**config.mk**
```make
export PLATFORM = sky130hd
export DESIGN_NAME = kme_ob_axis_rx_flat
export DESIGN_NICKNAME = d
export VERILOG_FILES = /design/src/rtl/kme_axis_pkg.sv /design/src/rtl/kme_ob_axis_rx_if.sv /design/src/rtl/kme_axis_fifo.sv /design/src/rtl/kme_ob_axis_rx.sv /design/src/flat_wrapper.sv
export VERILOG_INCLUDE_DIRS = /design/src /design/src/rtl
export SDC_FILE = /design/constraint.sdc
export NUM_CORES = 1
export LEC_CHECK = 0
export BUFFER_PORTS_ARGS = -buffer_cell sky130_fd_sc_hd__buf_2
export CELL_PAD_IN_SITES_DETAIL_PLACEMENT = 1
export CELL_PAD_IN_SITES_GLOBAL_PLACEMENT = 1
export CORE_MARGIN = 10
export CORE_UTILIZATION = 34
export CTS_BUF_LIST = sky130_fd_sc_hd__clkbuf_4 sky130_fd_sc_hd__clkbuf_8 sky130_fd_sc_hd__clkbuf_16
export CTS_CLUSTER_SIZE = 10
export DETAILED_ROUTE_END_ITERATION = 16
export PLACE_DENSITY = 0.58
export SYNTH_ARGS = -nofsm -noshare
export SYNTH_HDL_FRONTEND = slang
export SYNTH_SLANG_ARGS = --single-unit
```
**constraint.sdc**
```tcl
create_clock -name clk -period 17.52 [get_ports clk]
set_input_delay 3.504 -clock clk [delete_from_list [all_inputs] [get_ports clk]]
set_output_delay 3.504 -clock clk [all_outputs]
set_load 0.02 [all_outputs]
```
**src/rtl/cr_global_params.vh**
```
// Global AXI-stream field widths shared by the outbound KME receive path.
`ifndef CR_GLOBAL_PARAMS_VH
`define CR_GLOBAL_PARAMS_VH
`define AXI_S_DP_DWIDTH    64
`define AXI_S_TSTRB_WIDTH  8
`define AXI_S_TID_WIDTH    2
`define AXI_S_USER_WIDTH   4
`endif

```
**src/rtl/kme_axis_pkg.sv**
```systemverilog
// Shared types for the KME outbound AXI-stream receiver: beat record and frame FSM states.
package kme_axis_pkg;
`include "cr_global_params.vh"

  localparam int DATA_W = `AXI_S_DP_DWIDTH;
  localparam int STRB_W = `AXI_S_TSTRB_WIDTH;
  localparam int TID_W  = `AXI_S_TID_WIDTH;
  localparam int USER_W = `AXI_S_USER_WIDTH;

  typedef enum logic {ST_IDLE, ST_FRAME} rx_state_e;

  typedef struct packed {
    logic [DATA_W-1:0] data;
    logic [STRB_W-1:0] strb;
    logic [TID_W-1:0]  tid;
    logic [USER_W-1:0] user;
    logic              last;
  } beat_t;

  localparam int BEAT_W = $bits(beat_t);
endpackage

```
**src/rtl/kme_ob_axis_rx_if.sv**
```systemverilog
// Upstream beat channel plus buffered downstream beat channel of the KME outbound receiver.
interface kme_ob_axis_rx_if;
  import kme_axis_pkg::*;

  logic              kme_ob_tvalid;
  logic              kme_ob_tready;
  logic [DATA_W-1:0] kme_ob_tdata;
  logic [STRB_W-1:0] kme_ob_tstrb;
  logic [TID_W-1:0]  kme_ob_tid;
  logic [USER_W-1:0] kme_ob_tuser;
  logic              kme_ob_tlast;

  logic              out_valid;
  logic              out_ready;
  logic [DATA_W-1:0] out_tdata;
  logic [STRB_W-1:0] out_tstrb;
  logic [TID_W-1:0]  out_tid;
  logic [USER_W-1:0] out_tuser;
  logic              out_tlast;

  modport master (
    output kme_ob_tvalid, kme_ob_tdata, kme_ob_tstrb, kme_ob_tid, kme_ob_tuser, kme_ob_tlast,
    input  kme_ob_tready,
    input  out_valid, out_tdata, out_tstrb, out_tid, out_tuser, out_tlast,
    output out_ready
  );

  modport slave (
    input  kme_ob_tvalid, kme_ob_tdata, kme_ob_tstrb, kme_ob_tid, kme_ob_tuser, kme_ob_tlast,
    output kme_ob_tready,
    output out_valid, out_tdata, out_tstrb, out_tid, out_tuser, out_tlast,
    input  out_ready
  );
endinterface

```
**src/rtl/kme_axis_fifo.sv**
```systemverilog
// First-word-fall-through FIFO with registered storage; read data is the entry at the read pointer.
module kme_axis_fifo #(
  parameter int DEPTH = 8,
  parameter int W     = 8,
  localparam int AW   = $clog2(DEPTH),
  localparam int CW   = AW + 1
) (
  input  logic          clk,
  input  logic          rst,
  input  logic          push,
  input  logic          pop,
  input  logic [W-1:0]  wdata,
  output logic [W-1:0]  rdata,
  output logic [CW-1:0] count
);
  logic [W-1:0]  mem [DEPTH];
  logic [AW-1:0] wr_ptr, rd_ptr;

  // DEPTH is a power of two, so pointers wrap naturally.
  always_ff @(posedge clk) begin
    if (rst) begin
      wr_ptr <= '0;
      rd_ptr <= '0;
      count  <= '0;
    end else begin
      if (push) wr_ptr <= wr_ptr + 1'b1;
      if (pop)  rd_ptr <= rd_ptr + 1'b1;
      if (push && !pop)      count <= count + 1'b1;
      else if (pop && !push) count <= count - 1'b1;
    end
  end

  always_ff @(posedge clk) begin
    if (push) mem[wr_ptr] <= wdata;
  end

  assign rdata = mem[rd_ptr];
endmodule

```
**src/rtl/kme_ob_axis_rx.sv**
```systemverilog
// KME outbound AXI-stream receiver: patterned backpressure, beat FIFO, frame tracking and sticky protocol errors.
module kme_ob_axis_rx
  import kme_axis_pkg::*;
#(
  parameter int DEPTH = 8,
  parameter int CNT_W = 32
) (
  input  logic             clk,
  input  logic             rst,
  input  logic [7:0]       bp_pattern,
  input  logic             err_clr,
  kme_ob_axis_rx_if.slave  axis,
  output logic [CNT_W-1:0] frame_cnt,
  output logic [CNT_W-1:0] beat_cnt,
  output logic             err_strb,
  output logic             err_tid,
  output logic             err_ovf
);
  localparam int CW = $clog2(DEPTH) + 1;

  logic [2:0]       bp_ptr;
  logic [CW-1:0]    count;
  beat_t            in_beat, out_beat;
  logic             accept, pop, stall_q;
  logic             set_strb, set_tid, set_ovf, latch_tid;
  logic [TID_W-1:0] frame_tid;
  rx_state_e        state_q, state_d;

  // Ready depends only on registered state, never on tvalid or out_ready.
  assign axis.kme_ob_tready = !rst && (count < CW'(DEPTH)) && !bp_pattern[bp_ptr];
  assign axis.out_valid     = !rst && (count != '0);
  assign accept = axis.kme_ob_tvalid && axis.kme_ob_tready;
  assign pop    = axis.out_valid && axis.out_ready;

  assign in_beat = {axis.kme_ob_tdata, axis.kme_ob_tstrb, axis.kme_ob_tid,
                    axis.kme_ob_tuser, axis.kme_ob_tlast};

  kme_axis_fifo #(.DEPTH(DEPTH), .W(BEAT_W)) u_fifo (
    .clk   (clk),
    .rst   (rst),
    .push  (accept),
    .pop   (pop),
    .wdata (in_beat),
    .rdata (out_beat),
    .count (count)
  );

  assign axis.out_tdata = out_beat.data;
  assign axis.out_tstrb = out_beat.strb;
  assign axis.out_tid   = out_beat.tid;
  assign axis.out_tuser = out_beat.user;
  assign axis.out_tlast = out_beat.last;

  always_comb begin
    state_d   = state_q;
    latch_tid = 1'b0;
    if (accept) begin
      case (state_q)
        ST_IDLE:  if (!axis.kme_ob_tlast) begin
                    state_d   = ST_FRAME;
                    latch_tid = 1'b1;
                  end
        ST_FRAME: if (axis.kme_ob_tlast) state_d = ST_IDLE;
        default:  state_d = ST_IDLE;
      endcase
    end
  end

  // A tlast beat may carry a partial strobe; an empty strobe is never legal.
  assign set_strb = accept && ((!axis.kme_ob_tlast && (axis.kme_ob_tstrb != '1)) ||
                               (axis.kme_ob_tstrb == '0));
  assign set_tid  = accept && (state_q == ST_FRAME) && (axis.kme_ob_tid != frame_tid);
  assign set_ovf  = stall_q && !axis.kme_ob_tvalid;

  always_ff @(posedge clk) begin
    if (rst) begin
      state_q   <= ST_IDLE;
      frame_tid <= '0;
      bp_ptr    <= '0;
      stall_q   <= 1'b0;
      frame_cnt <= '0;
      beat_cnt  <= '0;
      err_strb  <= 1'b0;
      err_tid   <= 1'b0;
      err_ovf   <= 1'b0;
    end else begin
      state_q <= state_d;
      bp_ptr  <= bp_ptr + 3'd1;
      stall_q <= axis.kme_ob_tvalid && !axis.kme_ob_tready;
      if (latch_tid) frame_tid <= axis.kme_ob_tid;
      if (accept) begin
        beat_cnt <= axis.kme_ob_tlast ? '0 : beat_cnt + 1'b1;
        if (axis.kme_ob_tlast) frame_cnt <= frame_cnt + 1'b1;
      end
      err_strb <= set_strb || (err_strb && !err_clr);
      err_tid  <= set_tid  || (err_tid  && !err_clr);
      err_ovf  <= set_ovf  || (err_ovf  && !err_clr);
    end
  end
endmodule

```
**src/flat_wrapper.sv**
```systemverilog
// flat-port wrapper written by rule: the top's interface ports become plain ports
module kme_ob_axis_rx_flat import kme_axis_pkg::*;
#(
  parameter int DEPTH = 8,
  parameter int CNT_W = 32
)
  (clk, rst, bp_pattern, err_clr, frame_cnt, beat_cnt, err_strb, err_tid, err_ovf, axis_kme_ob_tvalid, axis_kme_ob_tdata, axis_kme_ob_tstrb, axis_kme_ob_tid, axis_kme_ob_tuser, axis_kme_ob_tlast, axis_kme_ob_tready, axis_out_valid, axis_out_tdata, axis_out_tstrb, axis_out_tid, axis_out_tuser, axis_out_tlast, axis_out_ready);
  kme_ob_axis_rx_if axis_i ();
  input  logic clk;
  input  logic rst;
  input  logic [7:0] bp_pattern;
  input  logic err_clr;
  output logic [CNT_W-1:0] frame_cnt;
  output logic [CNT_W-1:0] beat_cnt;
  output logic err_strb;
  output logic err_tid;
  output logic err_ovf;
  input wire logic [$bits(axis_i.kme_ob_tvalid)-1:0] axis_kme_ob_tvalid;
  input wire logic [$bits(axis_i.kme_ob_tdata)-1:0] axis_kme_ob_tdata;
  input wire logic [$bits(axis_i.kme_ob_tstrb)-1:0] axis_kme_ob_tstrb;
  input wire logic [$bits(axis_i.kme_ob_tid)-1:0] axis_kme_ob_tid;
  input wire logic [$bits(axis_i.kme_ob_tuser)-1:0] axis_kme_ob_tuser;
  input wire logic [$bits(axis_i.kme_ob_tlast)-1:0] axis_kme_ob_tlast;
  output wire logic [$bits(axis_i.kme_ob_tready)-1:0] axis_kme_ob_tready;
  output wire logic [$bits(axis_i.out_valid)-1:0] axis_out_valid;
  output wire logic [$bits(axis_i.out_tdata)-1:0] axis_out_tdata;
  output wire logic [$bits(axis_i.out_tstrb)-1:0] axis_out_tstrb;
  output wire logic [$bits(axis_i.out_tid)-1:0] axis_out_tid;
  output wire logic [$bits(axis_i.out_tuser)-1:0] axis_out_tuser;
  output wire logic [$bits(axis_i.out_tlast)-1:0] axis_out_tlast;
  input wire logic [$bits(axis_i.out_ready)-1:0] axis_out_ready;
  assign axis_i.kme_ob_tvalid = axis_kme_ob_tvalid;
  assign axis_i.kme_ob_tdata = axis_kme_ob_tdata;
  assign axis_i.kme_ob_tstrb = axis_kme_ob_tstrb;
  assign axis_i.kme_ob_tid = axis_kme_ob_tid;
  assign axis_i.kme_ob_tuser = axis_kme_ob_tuser;
  assign axis_i.kme_ob_tlast = axis_kme_ob_tlast;
  assign axis_kme_ob_tready = axis_i.kme_ob_tready;
  assign axis_out_valid = axis_i.out_valid;
  assign axis_out_tdata = axis_i.out_tdata;
  assign axis_out_tstrb = axis_i.out_tstrb;
  assign axis_out_tid = axis_i.out_tid;
  assign axis_out_tuser = axis_i.out_tuser;
  assign axis_out_tlast = axis_i.out_tlast;
  assign axis_i.out_ready = axis_out_ready;
  kme_ob_axis_rx #(.DEPTH(DEPTH), .CNT_W(CNT_W)) u_core (.clk(clk), .rst(rst), .bp_pattern(bp_pattern), .err_clr(err_clr), .axis(axis_i), .frame_cnt(frame_cnt), .beat_cnt(beat_cnt), .err_strb(err_strb), .err_tid(err_tid), .err_ovf(err_ovf));
endmodule
```
* Yosys cells after proc, flatten, opt, wreduce, memory -nomap -nowiden *
Memories as Yosys holds them, arrays and structs flattened. A register that Yosys moved wholly into a read port is not among the register bits.
Index checks and enable logic that the tools add are counted.

storage, ports and cells
  input port bits = 92
  bits in registers = 84
  memories kept = 1
  bits in writable memories = 632
  logic and storage cells = 68

cells by class
  add/sub/neg operators = 7
  magnitude comparators = 2
  reduce and logical (&&, ||, !) cells = 32
  eq/ne operators = 2
  multiplexer cells = 12

memories
  memory             depth  width  read ports  clocked after memory_dff  wr ports  RTL line             text
  u_core.u_fifo.mem  8      79     1           1                         1         kme_axis_fifo.sv:16  logic [W-1:0] mem [DEPTH];

operators by type and width
  cell                   number
  $add 32x1->32 const B  2
  $mux 32                1
  $logic_and 1x1->1      16
  $add 3x1->3 const B    3
  $logic_not 1->1        8
  $logic_not 8->1        1
  $mux 4                 2
  $ne 8x8->1 const B     1
  $mux 1                 6
  $mux 3                 2
  $add 4x1->4 const B    1
  $logic_or 1x1->1       4
  $lt 3x4->1 const B     1
  $lt 4x4->1 const B     1
  $reduce_bool 4->1      1
  $sub 4x1->4 const B    1
  $bmux 1 s3             1
  $ne 2x2->1             1
  $reduce_and 2->1       1
  $reduce_bool 2->1      1

* Longest topological paths before layout *
  depth in word-level cells = 9
  mapped depth = 15
  mapped depth without buffers = 12

* By module *
Synthesis repeated with hierarchy kept, for this count alone.

second synthesis, totals
  cell total of the unflattened synthesis = 1472
  area total of the unflattened synthesis = 28257.1 µm²

by module, submodules not included
  module          seq. area each (µm²)  instances  cells an instance  area each (µm²)
  kme_axis_fifo   19238.5               1          981                24320.8
  kme_ob_axis_rx  1481.4                1          491                3936.3

* Worst setup path before layout *
Ideal clock, no wire load.

  path kind = input to register
  start point = in bp_pattern[3]
  end point = mem u_core.u_fifo.mem[2][0] in the netlist's numbering, enable pin
  arrival time = 12.369 ns
  path slack = 4.413 ns
  required time = 16.781 ns
  path buffers = 2
  stages = 6
  cell sequence = mux2i_1 mux4_2 buf_6 nand2_8 buf_2 nor4b_1

on the way
  word-level cells in the longest chain between the ends = 7

RTL lines
  item                          RTL line              text
  from (decl)                   flat_wrapper.sv:11    input logic [7:0] bp_pattern;
  $bmux 1 s3                    kme_ob_axis_rx.sv:30  assign axis.kme_ob_tready = !rst && (count < CW'(DEPTH)) && !bp_pattern[bp_ptr];
  $mux 1 (not written as such)  kme_ob_axis_rx.sv:30
  $logic_not 1->1               kme_ob_axis_rx.sv:30
  $logic_and 1x1->1             kme_ob_axis_rx.sv:30
  $logic_and 1x1->1             kme_ob_axis_rx.sv:32  assign accept = axis.kme_ob_tvalid && axis.kme_ob_tready;
  $mux 1                        kme_axis_fifo.sv:34   if (push) mem[wr_ptr] <= wdata;
  $mux 1 (not written as such)  kme_axis_fifo.sv:34
  to (decl)                     kme_axis_fifo.sv:16

Every way passes these cells. The select of a mux whose other input is x is not followed.

* Worst setup path after layout *
  start point = in rst
  end point = out axis_kme_ob_tready

on the way
  word-level cells in the longest chain between the ends = 3

RTL lines
  item                             RTL line              text
  from (decl)                      flat_wrapper.sv:10    input logic rst;
  $logic_not 1->1                  kme_ob_axis_rx.sv:30
  $logic_and 1x1->1 (2 in series)  kme_ob_axis_rx.sv:30
  to (decl)                        flat_wrapper.sv:24    output wire logic [$bits(axis_i.kme_ob_tready)-1:0] axis_kme_ob_tready;

Every way passes these cells.

==> metrics.txt <==
number of remaining DRC errors=0; CTS buffer count=84; Final GP Congestion=approximately 0.74; number of different library cells in the post-synthesis netlist=50; Starting Density=34.4%; Die Footprint=approximately 94000 µm²; half-perimeter wire length after detailed placement=38.8 mm; Synthesis Warnings=0; maximum operating frequency=about 0.12 GHz; Placeable Area=80800 µm²; clock tree sinks=between 700 and 800; worst-skew pair later-pin latency=640 ps; pre-CTS setup slack=9120 ps; total via count after detailed routing=14288; worst setup skew after layout=32.3 ps; PnR Total Power=4.11 mW; H-tree depth reported by CTS=3; count of filler cells inserted in the layout=7797; final hold vios=0; EDFF count, synth=632; Row Count=104; crit end category=output pin; maximum vdd drop=about 0.067 mV; area added between synthesis and finish=17.8%; Port-buffer cells=239; final cycle utilization of the critical path=47.8%; largest net degree at the start of global routing=60; routed length per instance=24.5 µm; net count after synthesis=1507; number of standard cells after synthesis=1406; Vias/cell=5.13; Max-Cap Viols=0; worst hold slack after final layout=476 ps; leading cell type in the layout, fill and taps excluded=sky130_fd_sc_hd__edfxtp_1; post-cts sizing count=0; fraction of final layout cells with drive strength greater than 1=37.2%; Post-CTS Repair Setup Buffers=0; clock-pin slew of the registers on the worst-case setup and hold paths=50 ps; I/O pins=between 200 and 250; antenna violations before repair=9; Post-layout nets=1789; global route total overflow=0; wire length of the first global-routing pass=103 mm; cell area after synthesis=27800 µm²; critical path fanouts, max=59; type of the worst setup path=in2out; commonest cells after routing, fill and taps aside=sky130_fd_sc_hd__edfxtp_1 (632), sky130_fd_sc_hd__buf_2 (239), sky130_fd_sc_hd__mux4_2 (159); worst endpoint required time=14020 ps; Hold Crit Class=reg2reg; sequential fraction of the synthesis area=74.5%; TritonCTS clock tree=yes; nature of the critical path startpoint=input pin; worst-margin pin slew=966 ps; clock root buffer master=sky130_fd_sc_hd__clkbuf_16; Final setup violation count=0; utilization after layout=about two fifths; initial detailed-routing violation count=975; result of the run=finished, final reports clean; clock period minus worst slack=8380 ps; Total Wirelength=slightly below 70 mm; final count of pins violating max slew=0; horizontal extent of the die=a little over 300 µm; final worst setup slack=9140 ps; standby leakage power=between 10 and 15 nW; final-layout setup total negative slack=0 ps; ys async rst share=0%; unrepaired setup endpoints after global routing=false; Max clock buf depth=3; FF+latch count, synth=719; average size of a mapped cell=slightly below 20 µm²; gr usage total=between 10% and 20%; max-slew headroom at the worst pin=35.5%; drt pass-1 iters=5; cts-stage hold buffer count=0; most frequently used flop master after synthesis=sky130_fd_sc_hd__edfxtp_1; via count of the first global-routing pass=15807; critical path arrival=4880 ps; Pwr Density=~130 nW/µm²; die boundary height=between 300 and 400 µm; Final ANT Viol Nets=0
==> worst max-delay path, cell delays in order <==
cell and delay [ps]:
sky130_fd_sc_hd__buf_2 70, sky130_fd_sc_hd__buf_4 510, sky130_fd_sc_hd__inv_1 310, sky130_fd_sc_hd__and3_1 280
sky130_fd_sc_hd__buf_2 170
==> per-layer routing <==
metal	vias up	part of all wire (%)	GRT usage [%]
met4	12	1.7	3.69
met2	304	49	24.2
met5	-	0.11	0
met3	106	6.2	3.86
met1	7561	43	18.4
li1	6305	-	-
==> power breakdown <==
group	internal, mW	switching (mW)	total, mW
registers	1.89	0.0419	1.94
clock network	0.930	0.665	1.60
logic	0.276	0.305	0.581
==> path summary, 6_finish.rpt <==
path	start	to	slack (ps)	cells past startpoint
setup / recovery	rst	axis_kme_ob_tready	9140	5
hold / removal	u_core.bp_ptr[0]$_SDFF_PP0_	u_core.bp_ptr[0]$_SDFF_PP0_	480	1
setup reg to reg	u_core.bp_ptr[1]$_SDFF_PP0_	u_core.u_fifo.mem[5][51]$_DFFE_PP_	13470	9
hold reg to reg	u_core.bp_ptr[0]$_SDFF_PP0_	u_core.bp_ptr[0]$_SDFF_PP0_	480	1
==> flip-flops by register name (all words and copies together) (netlist names), named ones only <==
register,flops
u_core.frame_cnt,32
u_core.frame_tid,2
u_core.u_fifo.rd_ptr,3
u_core.err_ovf,1
u_core.err_tid,1
u_core.err_strb,1
u_core.state_q,1
u_core.beat_cnt,32
u_core.u_fifo.count,4
u_core.bp_ptr,3
u_core.u_fifo.wr_ptr,3
u_core.stall_q,1
u_core.u_fifo.mem,632
==> cell usage after synthesis, types with 2 or more instances <==
master                     count  area share (%)
sky130_fd_sc_hd__mux2i_1       8            0.29
sky130_fd_sc_hd__and2_1        2           0.045
sky130_fd_sc_hd__xnor2_1       6            0.19
sky130_fd_sc_hd__ha_1          8            0.36
sky130_fd_sc_hd__a32o_1        2           0.072
sky130_fd_sc_hd__dfxtp_1      87             6.3
sky130_fd_sc_hd__nor3_1        5           0.090
sky130_fd_sc_hd__and4_1        2           0.063
sky130_fd_sc_hd__edfxtp_1    632              68
sky130_fd_sc_hd__o21ai_0      30            0.54
sky130_fd_sc_hd__nand4_1      32            0.72
sky130_fd_sc_hd__buf_1         9            0.12
sky130_fd_sc_hd__mux4_2      159              13
sky130_fd_sc_hd__xor2_1       25            0.79
sky130_fd_sc_hd__nor4b_1       2           0.063
sky130_fd_sc_hd__nor3b_1       3           0.081
sky130_fd_sc_hd__nand3_1      25            0.45
sky130_fd_sc_hd__buf_6         2           0.081
sky130_fd_sc_hd__nor4_1        5            0.11
sky130_fd_sc_hd__nor2_1       58            0.78
sky130_fd_sc_hd__or4_1        11            0.30
sky130_fd_sc_hd__a21oi_1      46            0.83
sky130_fd_sc_hd__mux2_2       79             3.2
sky130_fd_sc_hd__or3_1        24            0.54
sky130_fd_sc_hd__nand2b_1      4           0.090
sky130_fd_sc_hd__nor2b_1       2           0.045
sky130_fd_sc_hd__nand4_2       3            0.14
sky130_fd_sc_hd__nor4_4        2            0.15
sky130_fd_sc_hd__clkbuf_1     30            0.40
sky130_fd_sc_hd__nand2_1      34            0.46
sky130_fd_sc_hd__nand4b_1      2           0.063
sky130_fd_sc_hd__buf_2        26            0.47
sky130_fd_sc_hd__and3_1        7            0.16
sky130_fd_sc_hd__inv_1        10            0.14
sky130_fd_sc_hd__o31ai_1       9            0.24
==> cell families (layout without fill, tap and decap cells) <==
group / count (synthesis) / after routing / synth area share, %
fa+ha+maj: 9 / 9 / 0.432
simple gates: 229 / 229 / 4.59
xor+xnor: 31 / 31 / 0.976
buf+inv: 78 / 393 / 1.22
mux: 246 / 246 / 16.4
other cells: 0 / 2 / 0
compound gates: 94 / 94 / 1.89
flops: 719 / 719 / 74.5
==> area by class of cell <==
| cell class | instances | area (µm²) | share of cell area, % |
|---|---|---|---|
| sequential | 719 | 20700 | 63.3 |
| clock buffer | 108 | 2320 | 7.09 |
| inverter | 11 | 41.3 | 0.126 |
| timing repair buffer | 263 | 1380 | 4.20 |
| antenna | 2 | 5.00 | 0.0153 |
| clock inverter | 11 | 171 | 0.523 |
| multi-input combinational | 609 | 6790 | 20.7 |
| tap | 1060 | 1330 | 4.05 |
==> metrics by stage <==
step / std cells / area [µm²]
global placement: 2662 / 30300
finish: 2783 / 32800
global route: 2781 / 32800
CTS: 2781 / 32800
floorplan: 1406 / 27800
detailed placement: 2662 / 30300
Power figures use the tool's default switching activity.
